File: src/rtl/fetch_queue.sv
// Instruction fetch queue: circular FIFO of {instr, npc, curr_pc} between fetch and decode.
// Optional macro FETCH_QUEUE_BYPASS_EN forwards push inputs straight to the pop side while empty.
module fetch_queue #(
  parameter int DEPTH  = 4,
  parameter int WORD_W = 32
) (
  input  logic                       CLK,
  input  logic                       nRST,
  input  logic                       push_valid,
  output logic                       push_ready,
  input  logic [WORD_W-1:0]          instr_i,
  input  logic [WORD_W-1:0]          npc_i,
  input  logic [WORD_W-1:0]          curr_pc_i,
  output logic                       pop_valid,
  input  logic                       pop_ready,
  output logic [WORD_W-1:0]          instr_o,
  output logic [WORD_W-1:0]          npc_o,
  output logic [WORD_W-1:0]          curr_pc_o,
  input  logic                       flush,
  output logic [$clog2(DEPTH+1)-1:0] count
);
  localparam int PTR_W = $clog2(DEPTH);
  localparam int CNT_W = $clog2(DEPTH+1);
  localparam logic [CNT_W-1:0] FULL = CNT_W'(DEPTH);

  logic [WORD_W-1:0] instr_mem_q [DEPTH];
  logic [WORD_W-1:0] npc_mem_q   [DEPTH];
  logic [WORD_W-1:0] pc_mem_q    [DEPTH];

  logic [PTR_W-1:0] rd_ptr_q, rd_ptr_d;
  logic [PTR_W-1:0] wr_ptr_q, wr_ptr_d;
  logic [CNT_W-1:0] count_q, count_d;

  logic push_fire, pop_fire, store_en, deq_en, bypass_active;

  // Handshake: a transfer happens on a side exactly when its valid and ready are both high
  // at the rising edge; push_ready never looks at pop_ready, and flush blocks both sides.
  always_comb begin
    push_ready    = (count_q != FULL) && !flush;
    pop_valid     = (count_q != '0) && !flush;
    bypass_active = 1'b0;
`ifdef FETCH_QUEUE_BYPASS_EN
    bypass_active = (count_q == '0) && !flush && nRST;
    if (bypass_active) pop_valid = push_valid;
`endif
    push_fire = push_valid && push_ready;
    pop_fire  = pop_valid && pop_ready;
    // A bypassed entry consumed in the same cycle never touches storage.
    store_en  = push_fire && !(bypass_active && pop_fire);
    deq_en    = pop_fire && !bypass_active;

    instr_o   = '0;
    npc_o     = '0;
    curr_pc_o = '0;
    if (pop_valid) begin
      if (bypass_active) begin
        instr_o   = instr_i;
        npc_o     = npc_i;
        curr_pc_o = curr_pc_i;
      end else begin
        instr_o   = instr_mem_q[rd_ptr_q];
        npc_o     = npc_mem_q[rd_ptr_q];
        curr_pc_o = pc_mem_q[rd_ptr_q];
      end
    end
  end

  always_comb begin
    rd_ptr_d = rd_ptr_q;
    wr_ptr_d = wr_ptr_q;
    count_d  = count_q;
    if (flush) begin
      rd_ptr_d = '0;
      wr_ptr_d = '0;
      count_d  = '0;
    end else begin
      if (store_en) wr_ptr_d = wr_ptr_q + PTR_W'(1);
      if (deq_en)   rd_ptr_d = rd_ptr_q + PTR_W'(1);
      case ({store_en, deq_en})
        2'b10:   count_d = count_q + CNT_W'(1);
        2'b01:   count_d = count_q - CNT_W'(1);
        default: count_d = count_q;
      endcase
    end
  end

  always_ff @(posedge CLK or negedge nRST) begin
    if (!nRST) begin
      rd_ptr_q <= '0;
      wr_ptr_q <= '0;
      count_q  <= '0;
    end else begin
      rd_ptr_q <= rd_ptr_d;
      wr_ptr_q <= wr_ptr_d;
      count_q  <= count_d;
    end
  end

  // Storage is not reset; occupancy alone decides what is valid.
  always_ff @(posedge CLK) begin
    if (store_en) begin
      instr_mem_q[wr_ptr_q] <= instr_i;
      npc_mem_q[wr_ptr_q]   <= npc_i;
      pc_mem_q[wr_ptr_q]    <= curr_pc_i;
    end
  end

  assign count = count_q;

endmodule

File: config.mk
export PLATFORM = sky130hd
export DESIGN_NAME = fetch_queue
export DESIGN_NICKNAME = d
export VERILOG_FILES = /design/src/rtl/fetch_queue.sv
export SDC_FILE = /design/constraint.sdc
export NUM_CORES = 1
export LEC_CHECK = 0
export CAP_MARGIN = 40
export CORE_UTILIZATION = 30
export DETAILED_ROUTE_END_ITERATION = 12
export PLACE_DENSITY_LB_ADDON = 0.2
export SYNTH_ARGS = -nofsm -noshare
export SYNTH_HDL_FRONTEND = slang
export SYNTH_SLANG_ARGS = --single-unit
File: constraint.sdc
create_clock -name CLK -period 4.1 [get_ports CLK]
set_input_delay 1.23 -clock CLK [delete_from_list [all_inputs] [get_ports CLK]]
set_output_delay 1.23 -clock CLK [all_outputs]
set_load 0.02 [all_outputs]
==> results.sh <==
export IMPL_setup_viol=0
export IMPL_crit_arrival_ns=2.81
export IMPL_outcome="complete, no violations"
export IMPL_clk_pin_slew_ns=0.05
export IMPL_grt_pass1_wl_um=48900
export IMPL_wire_per_inst_um=19.9
export IMPL_multi_input_area_um2=3160
export IMPL_netSwitchingPower_uw=2900
export IMPL_cellPowerDensity_nw_per_um2=561
export IMPL_rsz0062_at_grt="false"
export IMPL_worst_slew_pin_slew_ns=0.583
export IMPL_p_clk_share_pct=33.5
export IMPL_insertion_delay_ns=0.55
export IMPL_hold_class="reg2reg"
export IMPL_syn_avg_cell_area_um2=22.3
export IMPL_synth_top_area_cell="edfxtp_1"
export IMPL_yosys_cell_count_top_type="edfxtp_1"
export IMPL_synth_flop_cell="edfxtp_1"
export IMPL_start_kind="input port"
export IMPL_synth_area_top_cells="edfxtp_1, mux4_2, and2_1"
export IMPL_fmax_ghz=0.248
export IMPL_synth_compound_area_share_pct=0.631
export IMPL_yosys_area_share_simple_pct=5.11
export IMPL_hp_start="wr_ptr_q[0]"
export IMPL_hold_violations=0
export IMPL_dr_pass1_iters=4
export IMPL_r2r_slack_ns=1.35
export IMPL_htreeDepth=2
export IMPL_ys_warn_count=0
export IMPL_period_share_pct=98.5
export IMPL_cts_tree="built"
export IMPL_antenna_cells=0
export IMPL_drc=0
export IMPL_final_util_pct=39.5
export IMPL_numClockSinks=391
export IMPL_grt_max_degree=53
export IMPL_synth_mux_area_fraction_pct=14.5
export IMPL_die_w_um=226
export IMPL_internal_power_uw=8000
export IMPL_syn_nets=782
export IMPL_fin_nets=1028
export IMPL_cts_root_buffer_cell="clkbuf_16"
export IMPL_critical_path_class="in2out"
export IMPL_synth_edf_count=384
export IMPL_vias=7220
export IMPL_dr_wl_met3_um=1980
export IMPL_die_area_um2=51100
export IMPL_p_leak_uw=0.00651
export IMPL_drt_met1_wl_um=14200
export IMPL_synthAdderAreaFrac_pct=0.465
export IMPL_final_cell_area_um2=19400
export IMPL_met2_length_um=15400
export IMPL_synth_seq_cells=391
export IMPL_yosys_area_top_type_share_pct=76.5
export IMPL_core_area_um2=49300
export IMPL_initial_utilization_pct=30.6
export IMPL_gpl_final_weighted_congestion=0.689
export IMPL_synth_top_family_by_area="multiplexers"
export IMPL_rows=81
export IMPL_seq_power_share_pct=43.0
export IMPL_p_comb_share_pct=23.5
export IMPL_min_path_cells=2
export IMPL_fill_cells=4517
export IMPL_maxCapViolCount=0
export IMPL_drv_slew=0
export IMPL_grt_ovfl_total=0
export IMPL_regArea_um2=11700
export IMPL_switching_share_pct=26.6
export IMPL_ys_top_cells_by_count="edfxtp_1, and2_1, mux4_2"
export IMPL_cts_hold_buf=0
export IMPL_r2r_end="count[1]"
export IMPL_vdd_drop_max_uv=264
export IMPL_reg2reg_depth=8
export IMPL_area_delta_synth_final_pct=29.0
export IMPL_seq_area_frac_synth_pct=77.7
export IMPL_grt_pass1_vias=7843
export IMPL_drive_gt1_share_pct=21.9
export IMPL_cp_max_fo=22
export IMPL_antenna_found_initial=2
export IMPL_route_antenna_remaining_nets=0
export IMPL_critPathRequiredTime_ns=2.87
export IMPL_endpoint_kind="output pin"
export IMPL_io_pins=202
export IMPL_instances_no_fill=1618
export IMPL_die_y_um=226
export IMPL_grt_use_total_pct=13.0
export IMPL_design_power_total_uw=10900
export IMPL_routed_top_layer="met5"
export IMPL_relSlewSlack_pct=60.9
export IMPL_finClkSkew_ns=0.0136
export IMPL_synth_cells=676
export IMPL_hpwl_um=19900
export IMPL_cts_max_path_buffers=3
export IMPL_avgViaCountPerCell=4.46
export IMPL_synth_xor_area_share_pct=0.174
export IMPL_dpl_instance_area_um2=18200
export IMPL_r2r_start="count[2]"
export IMPL_synthesis_area_um2=15100
export IMPL_port_buffers=201
export IMPL_fin_crit_ns=4.04
export IMPL_drtIter0Drc=370
export IMPL_synthDistinctLibCells=37
export IMPL_async_flop_share_pct=1.79
export IMPL_totalNegativeSetupSlack_ns=0
export IMPL_wirelength_um=32200
export IMPL_cts_buffers=43
export IMPL_holdPathEnd="wr_ptr_q[0]"
export IMPL_dp_cells=1538
[routing by layer]
| layer | vias up | track usage (%) |
|---|---|---|
| met4 | 2 | 4.03 |
| met2 | 192 | 20.8 |
| met5 | - | 0 |
| li1 | 3250 | - |
| met1 | 3730 | 17.3 |
| met3 | 46 | 3.27 |
[critical path: stages]
cell and delay [ns]:
clkdlybuf4s50_1 0.47, nor2_4 0.18, buf_4 0.17, bufbuf_16 0.30, and2_1 0.13, dlygate4sd2_1 0.33
[how the worst max path moves through the flow]
stage	from	to	slack [ns]	depth (start not counted)
after detailed placement	flush	npc_o[21]	-0.10	5
after global placement	flush	curr_pc_o[20]	-0.08	5
after floorplan	flush	instr_mem_q[0][0]	0.66	4
after global routing	flush	npc_o[14]	0.0004	6
final	flush	npc_o[4]	0.06	6
after CTS	flush	npc_o[22]	0.00009	6
[area by class of cell]
class / instances / share of cell area, %
multi-input combinational: 243 / 16.2
tap: 664 / 4.27
clock buffer: 52 / 5.82
sequential: 391 / 60.3
timing repair buffer: 239 / 12.3
inverter: 4 / 0.0772
clock inverter: 25 / 1.07
[cells by family after synthesis]
kind of cell | Yosys count
and+or+nand+nor | 123
adders and majority gates | 5
buffers and inverters | 42
AOI/OAI and AO/OA | 14
muxes | 98
DFF | 391
xor gates and xnor gates | 3
[through the flow]
step | hold slack, ns | setup slack, ns
6_report | 0.621 | 0.0618
5_1_grt | 0.640 | 0.000400
4_1_cts | 0.626 | 0.0000917
3_5_place_dp | 0.614 | -0.101
3_3_place_gp | 0.593 | -0.0840
2_1_floorplan | 0.566 | 0.655
[placed cells by master (no fill, tap or decap), types with 10 or more instances in the layout]
cell	instances
clkinv_1	10
edfxtp_1	384
clkdlybuf4s50_1	105
dlygate4sd2_1	75
buf_12	15
clkdlybuf4s15_1	14
and2_1	97
clkbuf_16	44
mux4_2	96
buf_4	23
[sequential cells by signal, summed over array words and instances, names as in the netlist]
register and cells:
pc_mem_q 128, wr_ptr_q 2, npc_mem_q 128, rd_ptr_q 2, count 3, instr_mem_q 128
[power by group through the flow]
stage	sequential [µW]	combinational [µW]	clock (µW)
floorplan	4740	1640	0
global placement	4770	2740	0
detailed placement	4770	2740	0
CTS	4690	2640	3780
global route	4700	2780	3930
finish	4690	2560	3650
[what timing repair did]
item / 4_1_cts / 5_1_grt
buffers inserted: 2 / 0
pin swaps: 0 / 1
gates resized for setup: 106 / 15
cloned: 1 / 0
endpoints found under the setup margin: 87 / 21
No activity file was read; power rests on OpenSTA's default activity.
